--- config.mk ---
export PLATFORM = sky130hd
export DESIGN_NAME = cpu_sequencer
export DESIGN_NICKNAME = d
export VERILOG_FILES = /design/src/rtl/alu_pkg.sv /design/src/rtl/instruction_decoder_pkg.sv /design/src/rtl/instruction_decoder.sv /design/src/rtl/cpu_sequencer.sv
export SDC_FILE = /design/constraint.sdc
export NUM_CORES = 1
export LEC_CHECK = 0
export BUFFER_PORTS_ARGS = -buffer_cell sky130_fd_sc_hd__buf_2
export CORE_UTILIZATION = 35
export CTS_BUF_LIST = sky130_fd_sc_hd__clkbuf_4
export DETAILED_ROUTE_END_ITERATION = 12
export PLACE_DENSITY = 0.61
export SYNTH_ARGS = -nofsm -noshare
export SYNTH_HDL_FRONTEND = slang
export SYNTH_SLANG_ARGS = --single-unit
export TNS_END_PERCENT = 20
--- constraint.sdc ---
create_clock -name clk -period 4.6 [get_ports clk]
set_clock_uncertainty 0.05 [all_clocks]
set_input_delay 0.92 -clock clk [delete_from_list [all_inputs] [get_ports clk]]
set_output_delay 0.92 -clock clk [all_outputs]
set_load 0.02 [all_outputs]
--- src/rtl/alu_pkg.sv ---
// ALU operation encoding shared by the decoder, the sequencer and the datapath.
`timescale 1ns/1ps
package alu_pkg;

    typedef enum logic [3:0] {
        ALU_NOP = 4'd0,
        ALU_ADD = 4'd1,
        ALU_SUB = 4'd2,
        ALU_AND = 4'd3,
        ALU_OR  = 4'd4,
        ALU_XOR = 4'd5
    } alu_op_t;

endpackage

--- src/rtl/instruction_decoder_pkg.sv ---
// Instruction encodings, field positions and the sequencer state type.
`timescale 1ns/1ps
package instruction_decoder_pkg;

    typedef enum logic [5:0] {
        OP_RTYPE = 6'h00,
        OP_ADDI  = 6'h08,
        OP_SUBI  = 6'h09,
        OP_ANDI  = 6'h0C,
        OP_ORI   = 6'h0D,
        OP_XORI  = 6'h0E
    } opcode_t;

    typedef enum logic [5:0] {
        F_ADD = 6'h20,
        F_SUB = 6'h22,
        F_AND = 6'h24,
        F_OR  = 6'h25,
        F_XOR = 6'h26
    } func_t;

    // Kept outside opcode_t: HALT never reaches the ALU.
    localparam logic [5:0] OP_HALT = 6'h3F;

    localparam int OPCODE_MSB = 31;
    localparam int OPCODE_LSB = 26;
    localparam int RS_MSB     = 25;
    localparam int RS_LSB     = 21;
    localparam int RT_MSB     = 20;
    localparam int RT_LSB     = 16;
    localparam int RD_MSB     = 15;
    localparam int RD_LSB     = 11;
    localparam int FUNC_MSB   = 5;
    localparam int FUNC_LSB   = 0;
    localparam int IMM_MSB    = 15;
    localparam int IMM_LSB    = 0;

    typedef enum logic [2:0] {
        IDLE      = 3'd0,
        FETCH     = 3'd1,
        DECODE    = 3'd2,
        EXECUTE   = 3'd3,
        WRITEBACK = 3'd4,
        HALTED    = 3'd5
    } ctrl_state_t;

endpackage

--- src/rtl/instruction_decoder.sv ---
// Maps opcode/func to an ALU operation; ALU_NOP marks an unrecognised instruction.
`timescale 1ns/1ps
module instruction_decoder
    import alu_pkg::*;
    import instruction_decoder_pkg::*;
(
    input  logic [31:0] instr,
    output alu_op_t     alu_op,
    output logic        alu_b_sel
);

    logic [5:0] opcode;
    logic [5:0] func;
    logic       unused_fields;

    assign opcode        = instr[OPCODE_MSB:OPCODE_LSB];
    assign func          = instr[FUNC_MSB:FUNC_LSB];
    assign unused_fields = ^instr[RS_MSB:FUNC_MSB+1];
    assign alu_b_sel     = (opcode != OP_RTYPE);

    always_comb begin
        alu_op = ALU_NOP;
        case (opcode)
            OP_RTYPE: begin
                case (func)
                    F_ADD:   alu_op = ALU_ADD;
                    F_SUB:   alu_op = ALU_SUB;
                    F_AND:   alu_op = ALU_AND;
                    F_OR:    alu_op = ALU_OR;
                    F_XOR:   alu_op = ALU_XOR;
                    default: alu_op = ALU_NOP;
                endcase
            end
            OP_ADDI: alu_op = ALU_ADD;
            OP_SUBI: alu_op = ALU_SUB;
            OP_ANDI: alu_op = ALU_AND;
            OP_ORI:  alu_op = ALU_OR;
            OP_XORI: alu_op = ALU_XOR;
            default: alu_op = ALU_NOP;
        endcase
    end

endmodule

--- src/rtl/cpu_sequencer.sv ---
// Multi-cycle fetch/decode/execute/writeback controller owning PC, IR and the
// register-file write strobe.
`timescale 1ns/1ps
module cpu_sequencer
    import alu_pkg::*;
    import instruction_decoder_pkg::*;
#(
    parameter int              PC_W     = 32,
    parameter logic [PC_W-1:0] RESET_PC = '0
) (
    input  logic            clk,
    input  logic            rst_n,
    input  logic            start,
    input  logic            stop,
    output logic            imem_req,
    output logic [PC_W-1:0] imem_addr,
    input  logic            imem_ack,
    input  logic [31:0]     imem_rdata,
    output logic [4:0]      rf_raddr_a,
    output logic [4:0]      rf_raddr_b,
    output logic [4:0]      rf_waddr,
    output logic            rf_we,
    output alu_op_t         alu_op,
    output logic            alu_b_sel,
    output logic [31:0]     imm,
    output logic            busy,
    output logic            halted,
    output logic            illegal,
    output logic [15:0]     instr_count
);

    ctrl_state_t     state_q, state_d;
    logic [PC_W-1:0] pc_q, pc_d;
    logic [31:0]     ir_q, ir_d;
    logic [15:0]     count_q, count_d;
    alu_op_t         dec_alu_op;
    logic [5:0]      opcode;

    instruction_decoder u_decoder (
        .instr     (ir_q),
        .alu_op    (dec_alu_op),
        .alu_b_sel (alu_b_sel)
    );

    assign opcode      = ir_q[OPCODE_MSB:OPCODE_LSB];
    assign imem_addr   = pc_q;
    assign instr_count = count_q;
    assign rf_raddr_a  = ir_q[RS_MSB:RS_LSB];
    assign rf_raddr_b  = ir_q[RT_MSB:RT_LSB];
    assign rf_waddr    = (opcode == OP_RTYPE) ? ir_q[RD_MSB:RD_LSB] : ir_q[RT_MSB:RT_LSB];
    assign imm         = {{16{ir_q[IMM_MSB]}}, ir_q[IMM_MSB:IMM_LSB]};
    assign busy        = (state_q == FETCH) || (state_q == DECODE) ||
                         (state_q == EXECUTE) || (state_q == WRITEBACK);
    assign halted      = (state_q == HALTED);
    assign alu_op      = ((state_q == EXECUTE) || (state_q == WRITEBACK)) ? dec_alu_op : ALU_NOP;

    always_ff @(posedge clk or negedge rst_n) begin
        if (!rst_n) begin
            state_q <= IDLE;
            pc_q    <= RESET_PC;
            ir_q    <= '0;
            count_q <= '0;
        end else begin
            state_q <= state_d;
            pc_q    <= pc_d;
            ir_q    <= ir_d;
            count_q <= count_d;
        end
    end

    // Strobes are decoded from state_q so they fall with an asynchronous reset.
    always_comb begin
        state_d  = state_q;
        pc_d     = pc_q;
        ir_d     = ir_q;
        count_d  = count_q;
        imem_req = 1'b0;
        rf_we    = 1'b0;
        illegal  = 1'b0;
        case (state_q)
            IDLE, HALTED: begin
                if (start) begin
                    pc_d    = RESET_PC;
                    count_d = '0;
                    ir_d    = '0;
                    state_d = FETCH;
                end
            end
            FETCH: begin
                imem_req = 1'b1;
                if (imem_ack) begin
                    ir_d    = imem_rdata;
                    state_d = DECODE;
                end
            end
            DECODE: begin
                if (opcode == OP_HALT) begin
                    state_d = HALTED;
                end else if (dec_alu_op == ALU_NOP) begin
                    illegal = 1'b1;
                    pc_d    = pc_q + PC_W'(4);
                    state_d = FETCH;
                end else begin
                    state_d = EXECUTE;
                end
            end
            EXECUTE: state_d = WRITEBACK;
            WRITEBACK: begin
                rf_we   = 1'b1;
                pc_d    = pc_q + PC_W'(4);
                count_d = (count_q == 16'hFFFF) ? count_q : count_q + 16'd1;
                state_d = stop ? IDLE : FETCH;
            end
            default: state_d = IDLE;
        endcase
    end

endmodule

## Word-level counts from Yosys, hierarchy flattened

Index checks and enable logic that the tools add are counted.

- $add $sub $neg: 2
- Equal/unequal tests: 22
- Multiplexer cells: 24
- Reductions and logical operators: 16

Operators with widths:

| kind | count |
|---|---|
| 32-bit 2-to-1 mux | 4 |
| 32-bit one-hot mux with 3 select lines | 1 |
| 32-bit one-hot mux with 2 select lines | 1 |
| 6-bit == test (second input constant) | 6 |
| 32-bit by 3-bit adder with 32-bit output (second input constant) | 1 |
| 16-bit 2-to-1 mux | 2 |
| 16-bit one-hot mux with 2 select lines | 1 |
| 6-bit by 4-bit == test with 1-bit output (second input constant) | 5 |
| 3-bit one-hot mux with 5 select lines | 2 |
| 3-bit one-hot mux with 6 select lines | 1 |
| 16-bit by 1-bit adder with 16-bit output (second input constant) | 1 |
| 16-bit == test (second input constant) | 1 |
| 3-bit 2-to-1 mux | 3 |
| 2-bit != test (second input constant) | 4 |
| 3-bit by 2-bit == test with 1-bit output (second input constant) | 2 |
| 3-bit == test (second input constant) | 2 |
| 6-bit zero test | 1 |
| 1-bit 2-to-1 mux | 6 |
| 3-bit AND reduction | 2 |
| 6-bit nonzero test | 1 |
| 5-bit 2-to-1 mux | 1 |
| 4-bit zero test | 1 |
| 1-bit logical OR | 4 |
| 4-bit 2-to-1 mux | 1 |
| 9 further kinds | 10 |

- Bits in registers: 83
- Input port bits: 37
- Output and inout bits: 105
- Word-level logic and storage cells: 68

## Depth between registers and ports, before layout

Gate-level depths: netlist (run 1).

- Depth in word-level cells: 7
- Gate-level depth with buffers: 8
- Mapped depth without buffers: 6

## Hierarchy

Synthesis (run 1) repeated with hierarchy kept, for this count alone.

- Cells, all modules: 482
- Area, all modules: 4708.3 um^2

By module, submodules not included:

| module | times used | cells each | area each (um^2) | seq. area each (um^2) |
|---|---|---|---|---|
| cpu_sequencer | 1 | 462 | 4569.4 | 2026.9 |
| instruction_decoder | 1 | 20 | 138.9 | 0.0 |

## Least setup slack after synthesis (run 1)

OpenSTA, ideal clock, no wires.

- Path kind: input -> register
- Start point: input port start
- End point: register count_q[14] (netlist: instr_count[14])
- Setup time: 0.077 ns
- Arrival: 2.489 ns
- Data required time: 4.473 ns
- Path slack: 1.983 ns
- Stages on the path: 6
- Path buffers: 1
- Cell sequence: inv_2 > maj3_2 > or4_1 > buf_2 > or4_1 > a21oi_1

- Longest elaborated chain between the ends: 2

Ends and longest elaborated chain:

| item | line | text |
|---|---|---|
| start: declaration | cpu_sequencer.sv:13 | `input logic start,` |
| 2-bit != test (no source line) | - |  |
| 3-bit AND reduction (no source line) | - |  |
| end signal: assignment | cpu_sequencer.sv:67 | `count_q <= count_d;` |
| end: declaration | cpu_sequencer.sv:35 | `logic [15:0] count_q, count_d;` |

No other way between the ends.
A chain may end at the register's enable or synchronous reset.

## Final worst setup path (run 1)

- Start point: register ir_q[26]
- End point: output port rf_waddr[1]

- Longest elaborated chain between the ends: 2

Ends and longest elaborated chain:

| item | line | text |
|---|---|---|
| start: declaration | cpu_sequencer.sv:34 | `logic [31:0] ir_q, ir_d;` |
| start signal: assignment | cpu_sequencer.sv:66 | `ir_q <= ir_d;` |
| 6-bit zero test | cpu_sequencer.sv:50 | `assign rf_waddr = (opcode == OP_RTYPE) ? ir_q[RD_MSB:RD_LSB] : ir_q[RT_MSB:RT_LSB];` |
| 5-bit 2-to-1 mux | cpu_sequencer.sv:50 |  |
| end: declaration | cpu_sequencer.sv:21 | `output logic [4:0] rf_waddr,` |

No other way between the ends.

==> impl_metrics.json, run 1 <==
{
  "powerDensity_nw_per_um2": 539,
  "hold_viol": 0,
  "cts_max_level": 3,
  "grt_pass1_vias": 3627,
  "period_share_pct": 70.7,
  "rsz0062_at_grt": "false",
  "vias": 4056,
  "worstMarginPinSlew_ns": 1.20,
  "cts_tree": "done",
  "io_pins": 142,
  "numCtsBuffers": 9,
  "peakVddDrop_v": 0.000236,
  "clkPwrFrac_pct": 15.3,
  "yosysUniqueCellTypes": 52,
  "layout_common_cells": "buf_2 (137), dfrtp_1 (81), nand2_1 (47), a22o_1 (33), a21oi_1 (29)",
  "max_freq_ghz": 0.308,
  "power.internal_mw": 1.51,
  "drtPass1Iterations": 5,
  "drive_above_1_share_pct": 29.9,
  "io_buffers": 138,
  "max-slew-margin-rel_pct": 20.0,
  "cp.required_ns": 3.63,
  "synth_cells": 490,
  "die_area_um2": 13700,
  "coreArea_um2": 12800,
  "wl_per_cell_um": 15.8,
  "n_fill_cell": 1312,
  "status": "completed",
  "synthArstFlopShare_pct": 100,
  "seq_area_frac_synth_pct": 43.8,
  "final_core_util_pct": 41.2,
  "cts_setup_buffers": 0,
  "synth-edff-count": 0,
  "critPathSlowestCell": "dfrtp_1",
  "postCtsResizedCells": 0,
  "wirelength_um": 11900,
  "cts.sinks": 81,
  "drtIter0Drc": 228,
  "synth_top_cell_area_share_pct": 43.8,
  "rows": 41,
  "power_switching_mw": 1.32,
  "grt_pass1_wl_um": 18400,
  "root_buffer": "clkbuf_4",
  "die_y_um": 117,
  "power_mw": 2.84,
  "netlist_area_um2": 4630,
  "layout_commonest_cell": "buf_2",
  "timing.critical_path.fanout_max": 7,
  "antenna_found_initial": 0,
  "viasPerCell": 5.41,
  "clkTransAtPathRegs_ns": 0.13,
  "grt_start_max_net_pins": 82,
  "min_path_type": "reg2reg",
  "die_x_um": 117,
  "initial_core_util_pct": 36.2,
  "synthFlopType": "dfrtp_1",
  "track_usage_pct": 17.6,
  "holdBufCountCts": 0,
  "criticalPathCategory": "reg2out",
  "syn_area_per_cell_um2": 9.44,
  "endpoint_kind": "output port",
  "cts_buffer_depth": 2,
  "max_stage_delay_ns": 0.49,
  "area_growth_pct": 13.7,
  "synthTopCellsByArea": "dfrtp_1 (44%), buf_4 (7.3%), a22o_1 (6.2%)",
  "yosys_warnings": 0,
  "clk_latency_ns": 0.45,
  "yosysTopAreaCell": "dfrtp_1",
  "max_cap_violations": 0,
  "slew_violations": 0,
  "place_hpwl_um": 8180,
  "start_kind": "register",
  "drc_errors": 0,
  "setup_tns_ns": 0,
  "num-nets-final": 612,
  "gp_congestion": 0.781,
  "cp.arrival_ns": 2.28,
  "power_frac_comb_pct": 48.8,
  "power_leakage_nw": 2.52,
  "diodes": 0,
  "swShare_pct": 46.7,
  "layout_min_cycle_time_ns": 3.25,
  "setup_viol": 0,
  "holdWs_ns": 0.466,
  "ant_nets": 0,
  "grt_overflow": 0,
  "p_seq_share_pct": 35.9,
  "synth-seq-cells": 81,
  "crit_chain": "nor4_1, nand2_1, mux2_2, buf_2"
}
## flip-flops by register name (all words and copies together), names as in the netlist
name,count
imem_addr,30
instr_count,16
ir_q,32
state_q,3
## cell type report
cell class / instances / area, um^2 / area share [%]
clock inverters: 4 / 43.8 / 0.832
flip-flops and latches: 81 / 2030 / 38.5
multi-input cells: 329 / 2120 / 40.4
clock buffers: 12 / 90.1 / 1.71
inverters: 10 / 37.5 / 0.713
well taps: 172 / 215 / 4.09
repair buffers: 142 / 723 / 13.7
## routing by layer
layer	part of all wire (%)	vias to the layer above	global-route usage [%]
met1	45	1995	23.3
met3	5.3	10	5.61
met2	48	111	27.7
met5	0	-	0
met4	1.1	0	4.98
li1	-	1940	-
## per-stage QoR
stage | cell area [um^2] | worst slack (ns) | instances
after floorplan | 4630 | 1.98 | 492
after global placement | 5130 | 1.74 | 734
after detailed placement | 5130 | 1.71 | 734
after CTS | 5260 | 1.29 | 750
after global routing | 5260 | 1.12 | 750
final | 5260 | 1.35 | 750
## power by group through the flow
stage	clock, mW	sequential, mW	combinational, mW
after floorplan	0	0.973	1.20
after global placement	0	1.02	1.37
after detailed placement	0	1.03	1.40
after CTS	0.450	1.02	1.40
after global routing	0.479	1.05	1.53
final	0.434	1.02	1.38
## kinds of logic after synthesis
logic type | after synthesis | synth area share [%]
and+or+nand+nor | 185 | 21.8
buffers and inverters | 82 | 10.5
muxes | 22 | 4.92
DFF | 81 | 43.8
other | 1 | 0.0810
xor gates and xnor gates | 5 | 0.947
adders and majority gates | 4 | 1.00
AOI/OAI and AO/OA | 110 | 16.9
## worst max-delay path, delay by kind of cell, from the launching register on
| kind | cells | cell delay, ns |
|---|---|---|
| buffers and inverters | 1 | 0.16 |
| AND/OR/NAND/NOR | 2 | 0.82 |
| multiplexers | 1 | 0.35 |
| flip-flops | 1 | 0.49 |
## path summary, 6_finish.rpt
kind / startpoint / to / slack, ns / cells past startpoint
max reg2reg: ir_q[26] / imem_addr[16] / 1.87 / 5
min: ir_q[6] / ir_q[6] / 0.47 / 1
min in group asynchronous: rst_n / imem_addr[30] / 0.59 / 1
min reg2reg: ir_q[6] / ir_q[6] / 0.47 / 1
max in group asynchronous: rst_n / instr_count[4] / 3.22 / 1
max: ir_q[26] / rf_waddr[1] / 1.35 / 4
## cell usage after synthesis, types with 2 or more instances
| library cell | instances |
|---|---|
| nand4_1 | 15 |
| a21oi_1 | 29 |
| inv_1 | 9 |
| nand2b_1 | 18 |
| clkbuf_1 | 14 |
| or3_1 | 5 |
| nand3_1 | 21 |
| o31ai_1 | 20 |
| xnor2_1 | 3 |
| dfrtp_1 | 81 |
| a311oi_1 | 2 |
| nand4b_1 | 3 |
| and2_1 | 3 |
| nor2b_1 | 2 |
| xor2_1 | 2 |
| mux2_2 | 6 |
| or4_1 | 12 |
| or2_2 | 2 |
| mux2i_1 | 16 |
| o211ai_1 | 2 |
| a22o_1 | 33 |
| ha_1 | 2 |
| nor2_1 | 18 |
| buf_2 | 8 |
| nor3_1 | 6 |
| and4_1 | 4 |
| nand2_1 | 47 |
| and3_1 | 5 |
| o21ai_0 | 14 |
| nor4_1 | 17 |
| buf_1 | 5 |
| nor3b_1 | 2 |
| buf_4 | 45 |
Note: power is estimated with default switching activity, not from simulation.
==> run 2, diff against run 1 <==
Clock period 4.6 ns to 3.4 ns, I/O delays scaled along.
==> impl_metrics.json, run 2 (synthesis gave the netlist of run 1 again) <==
{
  "status": "completed",
  "power_frac_comb_pct": 47.8,
  "worstMarginPinSlew_ns": 1.03,
  "power.internal_mw": 2.19,
  "wl_per_cell_um": 15.4,
  "ff_latch_area_um2": 2030,
  "die_area_um2": 13700,
  "cts_buffer_depth": 2,
  "cts_max_level": 3,
  "peakVddDrop_v": 0.000330,
  "postCtsResizedCells": 0,
  "power_switching_mw": 1.80,
  "cts_tree": "done",
  "p_seq_share_pct": 34.0,
  "viasPerCell": 5.23,
  "drtIter0Drc": 291,
  "swShare_pct": 45.0,
  "initial_core_util_pct": 36.2,
  "layout_common_cells": "buf_2 (137), dfrtp_1 (81), nand2_1 (47), a22o_1 (33), a21oi_1 (29)",
  "coreArea_um2": 12800,
  "ant_nets": 0,
  "powerDensity_nw_per_um2": 746,
  "antenna_found_initial": 0,
  "dp.cells": 738,
  "start_kind": "register",
  "drtPass1Iterations": 4,
  "die_x_um": 117,
  "max-slew-margin-rel_pct": 31.1,
  "clkTransAtPathRegs_ns": 0.13,
  "power_leakage_nw": 2.56,
  "min_path_type": "in2async",
  "clk_latency_ns": 0.46,
  "max_cap_violations": 0,
  "layout_commonest_cell": "buf_2",
  "layout_min_cycle_time_ns": 3.00,
  "setup_viol": 0,
  "grt_pass1_wl_um": 18400,
  "place_hpwl_um": 8170,
  "max_freq_ghz": 0.333,
  "area_growth_pct": 15.5,
  "die_y_um": 117,
  "top_register": "ir_q",
  "grt_start_max_net_pins": 82,
  "setup_tns_ns": 0,
  "wirelength_um": 11600,
  "holdWs_ns": 0.319,
  "gp_congestion": 0.794,
  "cts_setup_buffers": 0,
  "n_fill_cell": 1274,
  "diodes": 0,
  "timing.critical_path.fanout_max": 7,
  "clkPwrFrac_pct": 18.2,
  "final_cells": 754,
  "rsz0062_at_grt": "false",
  "grt_pass1_vias": 3572,
  "cp.required_ns": 2.67,
  "io_buffers": 138,
  "num-nets-final": 616,
  "grt_overflow": 0,
  "root_buffer": "clkbuf_4",
  "multi_input_area_um2": 2120,
  "io_pins": 142,
  "cts.sinks": 81,
  "endpoint_kind": "output port",
  "slew_violations": 0,
  "holdBufCountCts": 0,
  "criticalPathCategory": "reg2out",
  "drc_errors": 0,
  "vias": 3941,
  "drive_above_1_share_pct": 30.4,
  "hold_viol": 0,
  "largest_reg_flops": 32,
  "numCtsBuffers": 9,
  "rows": 41,
  "period_share_pct": 88.3,
  "cp.arrival_ns": 2.27,
  "power_mw": 3.99,
  "track_usage_pct": 17.6
}
run 2: final cells by class:
type	instances	share of cell area, %
multi-input cells	329	39.8
clock buffers	9	1.26
clock inverters	7	2.22
flip-flops and latches	81	37.9
repair buffers	146	14.1
well taps	172	4.03
inverters	10	0.702
run 2: worst paths after layout:
kind	cells after the start	slack, ns	startpoint	end
max in group asynchronous	1	2.31	rst_n	instr_count[8]
worst max register to register	7	0.63	state_q[0]	instr_count[4]
worst min register to register	1	0.47	ir_q[24]	ir_q[24]
worst max-delay path	4	0.40	ir_q[27]	rf_waddr[0]
worst min-delay path	1	0.32	rst_n	imem_addr[26]
min in group clk	2	0.38	imem_rdata[21]	ir_q[21]
run 2: power groups by stage:
stage	clock, mW	combinational [mW]	sequential [mW]
finish	0.725	1.91	1.36
detailed placement	0	1.92	1.37
global route	0.806	2.13	1.39
CTS	0.762	1.92	1.36
global placement	0	1.89	1.36
floorplan	0	1.63	1.32
run 2: worst max-delay path, cell delays in order (launching register included):
cell	delay (ns)
dfrtp_1	0.47
nor4_1	0.51
nand2_1	0.33
mux2_2	0.35
buf_2	0.16
run 2: metrics by stage:
step	area, um^2	utilization (%)	setup WS, ns
5_1_grt	5340	41.8	0.116
4_1_cts	5340	41.8	0.343
3_5_place_dp	5160	40.4	0.543
2_1_floorplan	4630	-	1.02
6_report	5340	41.8	0.397
3_3_place_gp	5160	40.4	0.623
run 2: metal layers:
metal	GRT usage (%)	routed length (um)
met2	26.9	5480
met5	0	0
met3	5.41	609
met4	5.91	119
met1	23.9	5410
